<file path="src/rtl/modulo_updown_counter_if.sv">
// Control/status bundle for modulo_updown_counter; the prescale tick exists only
// when COUNTER_PRESCALE_EN is defined.
interface modulo_updown_counter_if #(
    parameter int N = 64
);
    logic         enable;
    logic         load;
    logic         direction;
    logic         saturate;
    logic [N-1:0] data_in;
    logic [N-1:0] step;
    logic [N-1:0] count;
    logic         terminal_count;
    logic         wrap_pulse;
    logic         overflow;
`ifdef COUNTER_PRESCALE_EN
    logic         prescale_tick;

    modport master (
        output enable, load, direction, saturate, data_in, step,
        input  count, terminal_count, wrap_pulse, overflow, prescale_tick
    );

    modport slave (
        input  enable, load, direction, saturate, data_in, step,
        output count, terminal_count, wrap_pulse, overflow, prescale_tick
    );
`else
    modport master (
        output enable, load, direction, saturate, data_in, step,
        input  count, terminal_count, wrap_pulse, overflow
    );

    modport slave (
        input  enable, load, direction, saturate, data_in, step,
        output count, terminal_count, wrap_pulse, overflow
    );
`endif
endinterface

</file>
<file path="src/rtl/modulo_updown_counter.sv">
// Up/down counter over 0..MAX with wrap or saturate, boundary pulse and sticky overflow.
// Optional COUNTER_PRESCALE_EN: a step is taken only every PRESCALE-th enabled cycle.
module modulo_updown_counter #(
    parameter int           N           = 64,
    parameter logic [N-1:0] MAX         = {N{1'b1}},
    parameter logic [N-1:0] RESET_VALUE = '0
`ifdef COUNTER_PRESCALE_EN
    ,
    parameter int           PRESCALE    = 4
`endif
) (
    input  logic                    clk,
    input  logic                    rst_n,
    modulo_updown_counter_if.slave  bus
);

    // One extra bit so Count+Step and Count+MAX+1 never truncate.
    localparam logic [N:0] MAX_EXT   = {1'b0, MAX};
    localparam logic [N:0] RANGE_EXT = MAX_EXT + 1'b1;

    logic [N-1:0] count_q, count_d;
    logic         wrap_q, wrap_d;
    logic         ovf_q, ovf_d;
    logic         step_en;
    logic         crossing;
    logic [N:0]   cnt_ext, step_ext, sum_ext, next_ext;

`ifdef COUNTER_PRESCALE_EN
    localparam int           PW       = (PRESCALE > 1) ? $clog2(PRESCALE) : 1;
    localparam logic [PW-1:0] PRE_LAST = PW'(PRESCALE - 1);

    logic [PW-1:0] pre_q, pre_d;
    logic          tick;

    assign tick              = bus.enable && !bus.load && (pre_q == PRE_LAST);
    assign step_en           = tick;
    assign bus.prescale_tick = tick;

    always_comb begin
        pre_d = pre_q;
        if (bus.load)        pre_d = '0;
        else if (bus.enable) pre_d = tick ? '0 : pre_q + 1'b1;
    end

    always_ff @(posedge clk or negedge rst_n) begin
        if (!rst_n) pre_q <= '0;
        else        pre_q <= pre_d;
    end
`else
    assign step_en = bus.enable && !bus.load;
`endif

    always_comb begin
        cnt_ext  = {1'b0, count_q};
        step_ext = {1'b0, bus.step};
        sum_ext  = cnt_ext + step_ext;
        if (bus.direction) begin
            crossing = (sum_ext > MAX_EXT);
            next_ext = crossing ? (bus.saturate ? MAX_EXT : sum_ext - RANGE_EXT) : sum_ext;
        end else begin
            crossing = (step_ext > cnt_ext);
            next_ext = crossing ? (bus.saturate ? '0 : cnt_ext + RANGE_EXT - step_ext)
                                : cnt_ext - step_ext;
        end
    end

    // NOTE: every always_comb output is defaulted first so no path leaves it unassigned (no latch).
    always_comb begin
        count_d = count_q;
        wrap_d  = 1'b0;
        ovf_d   = ovf_q;
        if (bus.load) begin
            count_d = (bus.data_in > MAX) ? MAX : bus.data_in;
            ovf_d   = 1'b0;
        end else if (step_en) begin
            count_d = next_ext[N-1:0];
            wrap_d  = crossing;
            ovf_d   = ovf_q | crossing;
        end
    end

    // NOTE: state uses non-blocking assignments so all registers update together on the edge.
    always_ff @(posedge clk or negedge rst_n) begin
        if (!rst_n) begin
            count_q <= RESET_VALUE;
            wrap_q  <= 1'b0;
            ovf_q   <= 1'b0;
        end else begin
            count_q <= count_d;
            wrap_q  <= wrap_d;
            ovf_q   <= ovf_d;
        end
    end

    assign bus.count          = count_q;
    assign bus.wrap_pulse     = wrap_q;
    assign bus.overflow       = ovf_q;
    assign bus.terminal_count = bus.direction ? (count_q == MAX) : (count_q == '0);

    step_le_max: assert property (@(posedge clk) disable iff (!rst_n) bus.step <= MAX);

endmodule

</file>
<file path="src/flat_wrapper.sv">
// flat-port wrapper written by rule: the top's interface ports become plain ports
module modulo_updown_counter_flat 
#(
    parameter int           N           = 64,
    parameter logic [N-1:0] MAX         = {N{1'b1}},
    parameter logic [N-1:0] RESET_VALUE = '0

)
  (clk, rst_n, bus_enable, bus_load, bus_direction, bus_saturate, bus_data_in, bus_step, bus_count, bus_terminal_count, bus_wrap_pulse, bus_overflow);
  modulo_updown_counter_if #(.N(N)) bus_i ();
  input  logic clk;
  input  logic rst_n;
  input wire logic [$bits(bus_i.enable)-1:0] bus_enable;
  input wire logic [$bits(bus_i.load)-1:0] bus_load;
  input wire logic [$bits(bus_i.direction)-1:0] bus_direction;
  input wire logic [$bits(bus_i.saturate)-1:0] bus_saturate;
  input wire logic [$bits(bus_i.data_in)-1:0] bus_data_in;
  input wire logic [$bits(bus_i.step)-1:0] bus_step;
  output wire logic [$bits(bus_i.count)-1:0] bus_count;
  output wire logic [$bits(bus_i.terminal_count)-1:0] bus_terminal_count;
  output wire logic [$bits(bus_i.wrap_pulse)-1:0] bus_wrap_pulse;
  output wire logic [$bits(bus_i.overflow)-1:0] bus_overflow;
  assign bus_i.enable = bus_enable;
  assign bus_i.load = bus_load;
  assign bus_i.direction = bus_direction;
  assign bus_i.saturate = bus_saturate;
  assign bus_i.data_in = bus_data_in;
  assign bus_i.step = bus_step;
  assign bus_count = bus_i.count;
  assign bus_terminal_count = bus_i.terminal_count;
  assign bus_wrap_pulse = bus_i.wrap_pulse;
  assign bus_overflow = bus_i.overflow;
  modulo_updown_counter #(.N(N), .MAX(MAX), .RESET_VALUE(RESET_VALUE)) u_core (.clk(clk), .rst_n(rst_n), .bus(bus_i));
endmodule
</file>
<file path="config.mk">
export PLATFORM = sky130hd
export DESIGN_NAME = modulo_updown_counter_flat
export DESIGN_NICKNAME = d
export VERILOG_FILES = /design/src/rtl/modulo_updown_counter_if.sv /design/src/rtl/modulo_updown_counter.sv /design/src/flat_wrapper.sv
export SDC_FILE = /design/constraint.sdc
export NUM_CORES = 1
export LEC_CHECK = 0
export BUFFER_PORTS_ARGS = -buffer_cell sky130_fd_sc_hd__buf_2
export CORE_MARGIN = 3
export CORE_UTILIZATION = 38
export CTS_CLUSTER_DIAMETER = 150
export DETAILED_ROUTE_END_ITERATION = 12
export PLACE_DENSITY_LB_ADDON = 0.3
export SLEW_MARGIN = 25
export SYNTH_ARGS = -nofsm -noshare
export SYNTH_HDL_FRONTEND = slang
export SYNTH_SLANG_ARGS = --single-unit
</file>
<file path="constraint.sdc">
create_clock -name clk -period 6.9 [get_ports clk]
set_input_delay 2.07 -clock clk [delete_from_list [all_inputs] [get_ports clk]]
set_output_delay 2.07 -clock clk [all_outputs]
set_load 0.005 [all_outputs]
</file>
Word level (Yosys, flattened, before mapping)
Index checks and enable logic that the tools add are counted.

word-level totals
  register bits = 66
  bits of input ports = 134
  word-level logic and storage cells = 31

operators by class
  bitwise operators = 1
  magnitude comparators = 3
  reduce and logical (&&, ||, !) cells = 4
  muxes and demuxes = 14
  equality and inequality tests = 1
  $add $sub $neg = 5

operator list
  kind                                                                                number
  64-bit 2-to-1 mux                                                                   8
  64-bit subtractor                                                                   2
  64-bit by 64-bit adder with 65-bit output                                           1
  65-bit by 64-bit greater-than comparator with 1-bit output (second input constant)  1
  64-bit by 1-bit adder with 64-bit output (second input constant)                    1
  64-bit equality test (second input constant)                                        1
  64-bit greater-than comparator                                                      1
  64-bit greater-than comparator (second input constant)                              1
  64-bit logical NOT                                                                  1
  64-bit by 1-bit subtractor with 64-bit output (second input constant)               1
  1-bit 2-to-1 mux                                                                    6
  2-bit nonzero test                                                                  1
  1-bit logical AND                                                                   1
  1-bit logical NOT                                                                   1
  1-bit OR                                                                            1

Longest topological paths before layout
  depth after elaboration = 7
  gate-level depth with buffers = 16
  mapped depth without buffers = 14

Worst setup path after synthesis
OpenSTA, ideal clock, no wires.

  path type = in2out
  start = input bus_direction
  end = output bus_terminal_count
  path slack = 1.221 ns
  data required time = 4.830 ns
  data arrival time = 3.609 ns
  stages = 8
  path through = clkbuf_1 -> clkbuf_1 -> clkbuf_1 -> clkbuf_1 -> nand4_1 -> nor4_1 -> nand4_1 -> nand2_1

on the way
  word-level cells in the longest chain between the ends = 1

ends and longest elaborated chain
  item                RTL line                     source
  start: declaration  flat_wrapper.sv:15           input wire logic [$bits(bus_i.direction)-1:0] bus_direction;
  1-bit 2-to-1 mux    modulo_updown_counter.sv:98  assign bus.terminal_count = bus.direction ? (count_q == MAX) : (count_q == '0);
  end: declaration    flat_wrapper.sv:20           output wire logic [$bits(bus_i.terminal_count)-1:0] bus_terminal_count;

Every way passes these cells.

Worst setup path after layout
Ends and elaborated chain as after synthesis.

==> metrics.csv <==
metric,value,unit
ys async rst share,1.000,
total power divided by cell area,233.2,nW/um^2
Post-CTS Resized,0,
commonest register cell after synthesis,dfrtp_1,
sequential power share,0.181,
synthesized area,12340,sq um
Pre-antenna DRT Iters,6,
Pleak,0.006162,uW
Clock Sinks,66,
Via density,6.551,
fmax,0.1685,GHz
HP Class,reg2reg,
setup TNS,0,ns
hpwl dp,45590,um
Crit Path Max Fanout,3,
Syn. warnings,0,
syn_nets,2090,
WP data arrival,3.87,ns
"Setup Fix Bufs, Post-CTS",0,
clock share of power,0.162,
Die W,186.2,um
Yosys reg bits,66,
Post-synth top cells,"a21oi_1, nand2_1, nor2_1",
post-route minimum period,5.935,ns
number of global-route vias before repair,14700,
status,"complete, no violations",
Startpoint Class,primary input,
total CTS buffers,9,
Die H,186.2,um
clock root buffer,clkbuf_16,
GR Layer Usage met1,0.4414,
Slew Limit Fails,0,
Final GP Congestion,1.008,
total track usage,0.3286,
actual slew at the worst max-slew pin,0.9306,ns
Slew HR,0.3743,
# placed instances,2384,
Max clock buf depth,2,
drt wl/cell,24.52,um
post-synthesis sequential area ratio,0.1338,
Final #Nets,2224,
unrepaired setup endpoints after global routing,no,
R2R depth,12,
M2 GR Usage,0.5236,
# hold bufs at CTS,0,
Final Setup Violations,0,
final worst slack,0.9647,ns
Cells after Synth,1826,
GRT overflow,0,
clk_lat worst skew,0.38,ns
Post-Place Worst Slack,0.7967,ns
number of port buffers,200,
critical path class,in2out,
FF-to-FF Start,u_core.bus.count[42],
WHS Path Cells,1,
I/O pin total,201,
Comb pwr share,0.657,
layout cells sized above 1,0.1415,
maxcap violations,0,
Critical Path End Type,output pin,
1st-iter DRT viols,1948,
largest net degree at the start of global routing,81,
Synth top area share,0.1338,
Routed Antenna Nets,0,
"EDFF count, synth",0,
TritonCTS clock tree,done,
clk slew on worst S/H paths,0.06,ns
gr busiest metal,met2,
Die Area,34680,sq um
"Avg Cell Area, Syn",6.759,sq um
global-route wire length before repair,88130,um
met3 Use GR,0.06340,
Area Overhead vs Synth,13.49,%
total length of routed wires,58860,um
sw frac,0.5433,
top post-synthesis cells by area,"dfrtp_1, ha_1, a21oi_1, o21ai_0, nand2_1",
DR DRC count,0,
row count,65,
htree depth,3,
Yosys cell types,81,
floorplan core area,31800,sq um
CP Data Required Time,4.83,ns
most frequent cell after synthesis,a21oi_1,
HP Start,u_core.bus.overflow,
Worst R2R Setup Slack,2.38,ns
Internal,1492,uW
Fin. Hold Viols,0,
Non-Filler Instances,2400,
Max VDD drop,0.1601,mV
Hold Path Sink,u_core.bus.overflow,
initial antenna violation count,0,
largest area contributor in the netlist,dfrtp_1,
Setup Skew,0.01360,ns
Starting Density,0.3881,
Final period util,0.8602,
NetSw,1775,uW
FF-to-FF End,u_core.bus.count[34],
ant diodes,0,
via count,15720,
==> power by group through the flow <==
stage | sequential, uW | combinational (uW) | clock (uW)
finish | 592 | 2150 | 528
global placement | 593 | 2060 | 0
detailed placement | 595 | 2060 | 0
global route | 602 | 2310 | 545
CTS | 588 | 2070 | 532
floorplan | 543 | 1380 | 0
==> layer usage <==
layer | wire length [um] | vias up
met5 | 0 | -
met4 | 2405 | 0
met3 | 5978 | 171
met2 | 26240 | 990
met1 | 24240 | 7444
li1 | - | 7117
==> registers in the layout, summed over array words and instances (netlist names) <==
register / flops
u_core.bus.wrap_pulse: 1
u_core.bus.overflow: 1
u_core.bus.count: 64
==> cells in the final DEF, fill, tap and decap left out, types with 9 or more instances in the layout <==
cell type,netlist,routed
or3_1,15,15
dfrtp_1,66,66
nand3_1,33,33
o21a_1,18,18
a31oi_1,31,30
o21bai_1,31,31
a221oi_1,13,13
and2_1,11,11
nor3_1,55,55
o221ai_1,15,15
nand2b_1,20,20
o21ai_0,148,148
a21oi_1,206,206
o31a_1,10,10
nand2_1,166,166
o211ai_1,28,28
o22ai_1,39,39
inv_1,137,137
clkbuf_16,0,9
nor4_1,46,46
o31ai_1,27,27
xnor2_1,17,17
and3_1,11,11
nor2b_1,22,22
a21boi_0,10,10
a211oi_1,21,21
ha_1,128,128
nor2_1,149,149
buf_4,4,31
a21o_1,33,33
or2_2,10,10
nand4_1,44,44
a22oi_1,9,9
buf_2,15,198
==> logic make-up (layout without fill, tap and decap cells) <==
| group | after synthesis | after routing | synth area share |
|---|---|---|---|
| compound gates | 738 | 738 | 0.3897 |
| buf+inv | 250 | 389 | 0.07877 |
| xor+xnor | 19 | 19 | 0.01348 |
| flops | 66 | 66 | 0.1338 |
| simple gates | 613 | 613 | 0.2428 |
| mux | 10 | 10 | 0.008414 |
| fa+ha+maj | 130 | 130 | 0.1330 |
==> critical path, stage by stage <==
cell and delay [ns]:
buf_2 0.14, nor4_1 0.33, nand4_1 0.23, nor4_1 0.72, nand4_1 0.17, nand2_1 0.09, buf_2 0.12
==> how the worst max path moves through the flow <==
stage | cells after the start | slack [ns] | startpoint | endpoint
6_report | 7 | 0.96 | bus_direction | bus_terminal_count
5_1_grt | 7 | 0.91 | bus_direction | bus_terminal_count
4_1_cts | 7 | 1.07 | bus_direction | bus_terminal_count
3_5_place_dp | 14 | 0.80 | bus_step[42] | u_core.bus.count[34]
3_3_place_gp | 15 | 0.81 | bus_step[42] | u_core.bus.count[31]
2_1_floorplan | 8 | 1.22 | bus_direction | bus_terminal_count
==> layout make-up <==
cell class              instances  area (sq um)
flip-flops and latches         66          1652
clock inverters                 2         35.03
clock buffers                  14         264.0
fillers                      3417         17790
multi-input cells            1510          9724
well taps                     435         544.3
inverters                     142         533.0
repair buffers                231          1255
==> metrics by stage <==
step                cell area, sq um  utilization  hold WS [ns]  total power, uW
detailed placement             13700       0.4310        0.4781             2656
global placement               13700       0.4310        0.4651             2650
finish                         14010       0.4405        0.4896             3266
CTS                            14000       0.4404        0.4916             3192
floorplan                      12340            -        0.4772             1924
global route                   14010       0.4405        0.5292             3459
Note: power is estimated with default switching activity, not from simulation.
